### src/rtl/cache_fill_arbiter_if.sv
// Bundle between the fill arbiter, its two cache clients and the SDRAM burst-read port.
// The master modport is the arbiter's view; slave is the clients/controller view.
interface cache_fill_arbiter_if;
  logic        c0_req;
  logic [24:0] c0_addr;
  logic        c0_fill;
  logic        c1_req;
  logic [24:0] c1_addr;
  logic        c1_fill;
  logic [15:0] fill_data;
  logic        sd_req;
  logic [24:0] sd_addr;
  logic        sd_ack;
  logic        sd_dvalid;
  logic [15:0] sd_data;
  logic        grant;
  logic        busy;
  logic        err;

  modport master (
    input  c0_req, c0_addr, c1_req, c1_addr, sd_ack, sd_dvalid, sd_data,
    output c0_fill, c1_fill, fill_data, sd_req, sd_addr, grant, busy, err
  );

  modport slave (
    output c0_req, c0_addr, c1_req, c1_addr, sd_ack, sd_dvalid, sd_data,
    input  c0_fill, c1_fill, fill_data, sd_req, sd_addr, grant, busy, err
  );
endinterface

### src/rtl/cache_fill_arbiter.sv
// Round-robin arbiter sharing one SDRAM burst-read port between two cache fill clients,
// with a request/first-word watchdog and a sticky error flag for lost or short bursts.
module cache_fill_arbiter #(
  parameter int BURST_LEN = 8,
  parameter int TIMEOUT   = 255
) (
  input  logic                 clk,
  input  logic                 reset_n,
  cache_fill_arbiter_if.master bus
);
  localparam int CW = $clog2(BURST_LEN) + 1;
  localparam int WW = $clog2(TIMEOUT + 1);
  localparam logic [CW-1:0] CNT_LAST = CW'(BURST_LEN);
  localparam logic [WW-1:0] WD_LAST  = WW'(TIMEOUT - 1);

  typedef enum logic [1:0] {IDLE, ISSUE, WAITDATA, STREAM} state_t;

  state_t        state_reg;
  logic          sd_req_reg;
  logic [24:0]   sd_addr_reg;
  logic [1:0]    fill_reg;
  logic [15:0]   fill_data_reg;
  logic          grant_reg;
  logic          busy_reg;
  logic          err_reg;
  logic          last_reg;
  logic [CW-1:0] cnt_reg;
  logic [WW-1:0] wdog_reg;

  logic pick_c1;
  logic any_req;

  // On a tie the client that was not served last wins.
  always_comb begin
    any_req = bus.c0_req | bus.c1_req;
    pick_c1 = bus.c1_req & (~bus.c0_req | ~last_reg);
  end

  always_ff @(posedge clk) begin
    if (!reset_n) begin
      state_reg     <= IDLE;
      sd_req_reg    <= 1'b0;
      sd_addr_reg   <= '0;
      fill_reg      <= '0;
      fill_data_reg <= '0;
      grant_reg     <= 1'b0;
      busy_reg      <= 1'b0;
      err_reg       <= 1'b0;
      last_reg      <= 1'b1;
      cnt_reg       <= '0;
      wdog_reg      <= '0;
    end else begin
      fill_reg <= '0;
      case (state_reg)
        IDLE: begin
          if (any_req) begin
            grant_reg   <= pick_c1;
            last_reg    <= pick_c1;
            sd_addr_reg <= pick_c1 ? bus.c1_addr : bus.c0_addr;
            sd_req_reg  <= 1'b1;
            busy_reg    <= 1'b1;
            wdog_reg    <= '0;
            state_reg   <= ISSUE;
          end
        end
        ISSUE: begin
          if (bus.sd_ack) begin
            sd_req_reg <= 1'b0;
            if (bus.sd_dvalid) begin
              fill_data_reg       <= bus.sd_data;
              fill_reg[grant_reg] <= 1'b1;
              cnt_reg             <= CW'(1);
              state_reg           <= STREAM;
            end else begin
              state_reg <= WAITDATA;
            end
          end else if (wdog_reg == WD_LAST) begin
            err_reg    <= 1'b1;
            sd_req_reg <= 1'b0;
            busy_reg   <= 1'b0;
            state_reg  <= IDLE;
          end else begin
            wdog_reg <= wdog_reg + WW'(1);
          end
        end
        WAITDATA: begin
          if (bus.sd_dvalid) begin
            fill_data_reg       <= bus.sd_data;
            fill_reg[grant_reg] <= 1'b1;
            cnt_reg             <= CW'(1);
            state_reg           <= STREAM;
          end else if (wdog_reg == WD_LAST) begin
            err_reg   <= 1'b1;
            busy_reg  <= 1'b0;
            state_reg <= IDLE;
          end else begin
            wdog_reg <= wdog_reg + WW'(1);
          end
        end
        STREAM: begin
          if (bus.sd_dvalid) begin
            fill_data_reg <= bus.sd_data;
            cnt_reg       <= cnt_reg + CW'(1);
            if (cnt_reg + CW'(1) == CNT_LAST) begin
              busy_reg  <= 1'b0;
              state_reg <= IDLE;
            end
          end else begin
            // Short burst: the words already delivered stay in the cache line.
            err_reg   <= 1'b1;
            busy_reg  <= 1'b0;
            state_reg <= IDLE;
          end
        end
        default: begin
          busy_reg  <= 1'b0;
          state_reg <= IDLE;
        end
      endcase
    end
  end

  assign bus.sd_req    = sd_req_reg;
  assign bus.sd_addr   = sd_addr_reg;
  assign bus.c0_fill   = fill_reg[0];
  assign bus.c1_fill   = fill_reg[1];
  assign bus.fill_data = fill_data_reg;
  assign bus.grant     = grant_reg;
  assign bus.busy      = busy_reg;
  assign bus.err       = err_reg;
endmodule

### src/flat_wrapper.sv
// flat-port wrapper written by rule: the top's interface ports become plain ports
module cache_fill_arbiter_flat 
#(
  parameter int BURST_LEN = 8,
  parameter int TIMEOUT   = 255
)
  (clk, reset_n, bus_c0_req, bus_c0_addr, bus_c1_req, bus_c1_addr, bus_sd_ack, bus_sd_dvalid, bus_sd_data, bus_c0_fill, bus_c1_fill, bus_fill_data, bus_sd_req, bus_sd_addr, bus_grant, bus_busy, bus_err);
  cache_fill_arbiter_if bus_i ();
  input  logic clk;
  input  logic reset_n;
  input wire logic [$bits(bus_i.c0_req)-1:0] bus_c0_req;
  input wire logic [$bits(bus_i.c0_addr)-1:0] bus_c0_addr;
  input wire logic [$bits(bus_i.c1_req)-1:0] bus_c1_req;
  input wire logic [$bits(bus_i.c1_addr)-1:0] bus_c1_addr;
  input wire logic [$bits(bus_i.sd_ack)-1:0] bus_sd_ack;
  input wire logic [$bits(bus_i.sd_dvalid)-1:0] bus_sd_dvalid;
  input wire logic [$bits(bus_i.sd_data)-1:0] bus_sd_data;
  output wire logic [$bits(bus_i.c0_fill)-1:0] bus_c0_fill;
  output wire logic [$bits(bus_i.c1_fill)-1:0] bus_c1_fill;
  output wire logic [$bits(bus_i.fill_data)-1:0] bus_fill_data;
  output wire logic [$bits(bus_i.sd_req)-1:0] bus_sd_req;
  output wire logic [$bits(bus_i.sd_addr)-1:0] bus_sd_addr;
  output wire logic [$bits(bus_i.grant)-1:0] bus_grant;
  output wire logic [$bits(bus_i.busy)-1:0] bus_busy;
  output wire logic [$bits(bus_i.err)-1:0] bus_err;
  assign bus_i.c0_req = bus_c0_req;
  assign bus_i.c0_addr = bus_c0_addr;
  assign bus_i.c1_req = bus_c1_req;
  assign bus_i.c1_addr = bus_c1_addr;
  assign bus_i.sd_ack = bus_sd_ack;
  assign bus_i.sd_dvalid = bus_sd_dvalid;
  assign bus_i.sd_data = bus_sd_data;
  assign bus_c0_fill = bus_i.c0_fill;
  assign bus_c1_fill = bus_i.c1_fill;
  assign bus_fill_data = bus_i.fill_data;
  assign bus_sd_req = bus_i.sd_req;
  assign bus_sd_addr = bus_i.sd_addr;
  assign bus_grant = bus_i.grant;
  assign bus_busy = bus_i.busy;
  assign bus_err = bus_i.err;
  cache_fill_arbiter #(.BURST_LEN(BURST_LEN), .TIMEOUT(TIMEOUT)) u_core (.clk(clk), .reset_n(reset_n), .bus(bus_i));
endmodule
### config.mk
export PLATFORM = sky130hd
export DESIGN_NAME = cache_fill_arbiter_flat
export DESIGN_NICKNAME = d
export VERILOG_FILES = /design/src/rtl/cache_fill_arbiter_if.sv /design/src/rtl/cache_fill_arbiter.sv /design/src/flat_wrapper.sv
export SDC_FILE = /design/constraint.sdc
export NUM_CORES = 1
export LEC_CHECK = 0
export ABC_AREA = 1
export CELL_PAD_IN_SITES_DETAIL_PLACEMENT = 0
export CELL_PAD_IN_SITES_GLOBAL_PLACEMENT = 1
export CORE_ASPECT_RATIO = 1.25
export CORE_MARGIN = 1
export CORE_UTILIZATION = 32
export DETAILED_ROUTE_END_ITERATION = 8
export GPL_TIMING_DRIVEN = 0
export PLACE_DENSITY_LB_ADDON = 0.1
export SYNTH_ARGS = -nofsm -noshare
export SYNTH_HDL_FRONTEND = slang
export SYNTH_SLANG_ARGS = --single-unit
### constraint.sdc
create_clock -name clk -period 5.26 [get_ports clk]
set_clock_uncertainty 0.2 [all_clocks]
set_input_delay 1.315 -clock clk [delete_from_list [all_inputs] [get_ports clk]]
set_output_delay 1.315 -clock clk [all_outputs]
set_load 0.005 [all_outputs]
; Yosys cells after proc, flatten, opt, wreduce, memory -nomap -nowiden
; Cells that the tools add are included.
[word_totals]
inputBits = 72
out_inout_bits = 47
register_bits = 62
word_cells = 89
[classes]
n_addsub = 2
muxes = 41
eq_ne = 13
bitwise_logic = 5
n_lt_le_gt_ge = 2
n_reduce_logical = 15
[ops]
columns = op, n
row1 = two-way mux 16 bit, 2
row2 = two-way mux 8 bit, 4
row3 = case mux 16 bit (2 select lines), 1
row4 = two-way mux 25 bit, 1
row5 = case mux 8 bit (3 select lines), 1
row6 = two-way mux 2 bit, 8
row7 = two-way mux 1 bit, 14
row8 = two-way mux 4 bit, 3
row9 = case mux 4 bit (3 select lines), 1
row10 = AND reduction 4 bit, 3
row11 = inequality test 2 bit (second input constant), 5
row12 = adder 8 x 1 -> 8 bit (second input constant), 1
row13 = equality test 8 bit (second input constant), 1
row14 = case mux 2 bit (4 select lines), 1
row15 = inequality test 3 x 2 -> 1 bit (second input constant), 2
row16 = AND reduction 2 bit, 3
row17 = AND reduction 3 bit, 2
row18 = nonzero test 3 bit, 2
row19 = adder 4 x 1 -> 4 bit (second input constant), 1
row20 = equality test 2 bit (second input constant), 2
row21 = equality test 4 bit (second input constant), 1
row22 = case mux 1 bit (4 select lines), 1
row23 = case mux 2 bit (2 select lines), 1
row24 = nonzero test 2 bit, 2
row25 = other kinds (13), 15

; Logic depth before layout (Yosys ltp)
[depth]
ltp_word = 7
mapped_depth = 11
mapped_depth_nobuf = 11

; Least setup slack after synthesis
; OpenSTA, ideal clock, no wires.
[synth_timing]
path_type = input port to flip-flop
start = input bus_c0_req
end = register u_core.sd_addr_reg[10], in the netlist u_core.bus.sd_addr[10]
setup_slack_ps = 2936
arrival_ps = 1987
stages = 5
cell_sequence = a21oi_2 > inv_2 > buf_2 > nand2_1 > a31oi_1
[synth_between]
elab_chain_len = 4
elab_cells_between_ends = 6
cone_classes = mux: 1 / bitwise: 4 / reduce/logical: 1
[synth_lines]
columns = element, line_no
row1 = from (decl), flat_wrapper.sv:11  ; input wire logic [$bits(bus_i.c0_req)-1:0] bus_c0_req;
row2 = NOT 1 bit, cache_fill_arbiter.sv:36  ; pick_c1 = bus.c1_req & (~bus.c0_req | ~last_reg);
row3 = bitwise OR 1 bit, cache_fill_arbiter.sv:36
row4 = AND 1 bit, cache_fill_arbiter.sv:36
row5 = two-way mux 25 bit, cache_fill_arbiter.sv:59  ; sd_addr_reg <= pick_c1 ? bus.c1_addr : bus.c0_addr;
row6 = to (signal assigned), cache_fill_arbiter.sv:59
row7 = to (decl), cache_fill_arbiter.sv:20  ; logic [24:0] sd_addr_reg;
; Several ways; a longest one is shown, not always the timed one.
; A chain may end at the register's enable or synchronous reset.

==> results_dict.tcl <==
set metrics [dict create \
    avgSynthCellArea_um2 7.249 \
    crit_path_start_kind "input pin" \
    post-place-ws_ns 2.020 \
    vias_per_cell 4.559 \
    synth_top_area_cell "dfxtp_1" \
    syn_inst 392 \
    fp.dieW_um 86.29 \
    hold_path.class "flip-flop to flip-flop" \
    cts_buffers 9 \
    utilization_pct 50.64 \
    start_util_pct 32.84 \
    hold_violations 0 \
    required_ns 5.33 \
    critical_path_class "input pin to flip-flop" \
    core_area_mm2 0.008653 \
    cts_tree "built" \
    status "complete, no violations" \
    syn_area_mm2 0.002841 \
    r2r_start "u_core.state_reg[1]" \
    ys_types 28 \
    cap_violations 0 \
    crit_path_start "reset_n" \
    arrival_ns 2.93 \
    worst_skew_pair.late_latency_ns 0.33 \
    setup_slack_ns 2.402 \
    setup_viol 0 \
    grt_pass1_wl_um 13590 \
    drtAntennaViolNets 0 \
    grt_pass1_vias 2915 \
    die_area_mm2 0.009263 \
    worst_pin_slew_ns 0.5151 \
    synth-edff-count 0 \
    antenna_found_initial 0 \
    tns_ns 0 \
    hpwlAfterDp_um 6114 \
    min_period_ns 2.858 \
    grt_setup_unrepaired "false" \
    ios 119 \
    cts_hold_buf 0 \
    drc_errors 0 \
    drtPass1Iterations 4 \
    syn_nets 472 \
    finalMaxSlewViolations 0 \
    dr.first_iter.drc_count 99 \
    h-tree-depth 3 \
    timing.final.crit_share_pct 54.33 \
    cts.clk_slew.worst_paths_ns 0.07 \
    diodes 0 \
    clock_path_buffers 2 \
    fmax_ghz 0.3499 \
    groute.usage.overall_pct 18.77 \
    cp_max_fo 10 \
    rows 38 \
    routabilityCongestion 0.8076 \
    nNetsFinal 601 \
    synth_area_leaders "dfxtp_1 (44%), nand2_1 (14%), o21ai_0 (8.1%)" \
    irDropWorstVdd_v 0.0001527 \
    clock-root-buffer "clkbuf_8" \
    async_flop_share_pct 0 \
    cellLeakagePower_nw 1.776 \
    relSlewSlack_pct 65.66 \
    critPathCaptureType "flip-flop" \
    min_from "u_core.bus.err" \
    powerDensity_mw_per_mm2 292.9 \
    synth_top_area_share_pct 43.68 \
    yosysWarnings 0 \
    vias 2945 \
    synthFlopType "dfxtp_1" \
    synth.most_common_cell "nand2_1" \
    areaGrowthSynthToFinish_pct 54.21 \
    drt_wl_total_um 7988 \
    io_buffers 118 \
    synth-seq-area-share_pct 43.68 \
    synth_common_cells "nand2_1 (109), dfxtp_1 (62), nor2_1 (47)" \
    grt-ovfl-total 0 \
    die_h_um 107.4 \
    drive_above_1_share_pct 7.605 \
    ys_seq_elements 62 \
    grt_max_degree 12 \
    wl_per_cell_um 12.37 \
    largest_register_ff_count 25 \
    cts_resized 0 \
    postCtsSetupBuffers 0 \
    fill_cells 867 \
    cts_sinks 62 \
]
-- final timing paths --
| path | end | slack, ns | cells past startpoint |
|---|---|---|---|
| setup / recovery | u_core.bus.fill_data[9] | 2.40 | 5 |
| hold / removal | u_core.bus.err | 0.25 | 2 |
| setup reg to reg | u_core.bus.fill_data[5] | 3.20 | 8 |
| hold reg to reg | u_core.bus.err | 0.25 | 2 |
-- metrics by stage --
step	total power, W	hold WS [ns]	instance area, um2	instances
final	0.001283	0.2539	4382	646
after global routing	0.001359	0.2831	4382	646
after CTS	0.001300	0.2632	4382	646
after detailed placement	0.0008576	0.2526	4173	630
after global placement	0.0008570	0.2382	4173	630
after floorplan	0.0006810	0.2466	2841	392
-- area by class of cell --
class	instances	area, um2	area share, %
repair buffers	118	1181	26.96
plain buffers	18	88.84	2.027
well taps	120	150.1	3.427
multi-input cells	287	1418	32.35
clock inverters	5	57.56	1.314
inverters	25	93.84	2.142
clock buffers	11	151.4	3.455
flip-flops and latches	62	1241	28.33
-- cell families after synthesis --
group | share of synthesized area, %
compound gates | 17.79
xor+xnor | 0.9249
fa+ha+maj | 3.523
buf+inv | 6.429
flops | 43.68
simple gates | 27.65
-- worst max-delay path: stages --
cell and delay (ns):
clkdlybuf4s50_1 0.56, clkbuf_1 0.39, clkbuf_1 0.40, o21ai_0 0.15, nor2_1 0.12
-- cell usage in the layout, fill, tap and decap left out, drive strengths merged --
master	n
bufinv	1
inv	25
nand2	109
dfxtp	62
clkinvlp	3
xor2	3
clkdlybuf4s50	118
nand4	4
nor3	2
nor2	50
o21bai	1
clkbuf	21
clkinv	1
o21ai	47
nor3b	1
ha	8
buf	8
a31oi	26
or2	2
a21oi	17
nand3	17
-- report_power, final --
group	internal (W)	total, W	switching (W)
clock network	0.000244	0.000439	0.000196
logic	0.000165	0.000304	0.000139
registers	0.000515	0.000540	0.0000253
-- layer usage --
| layer | wire length, um | vias up | track usage [%] | share of wire (%) |
|---|---|---|---|---|
| met5 | 0 | - | 0 | 0 |
| met4 | 191 | 0 | 9.048 | 2.4 |
| met3 | 631 | 14 | 6.058 | 7.9 |
| met2 | 3748 | 84 | 30.16 | 47 |
| met1 | 3417 | 1292 | 22.47 | 43 |
| li1 | - | 1555 | - | - |
No activity file was read; power rests on OpenSTA's default activity.
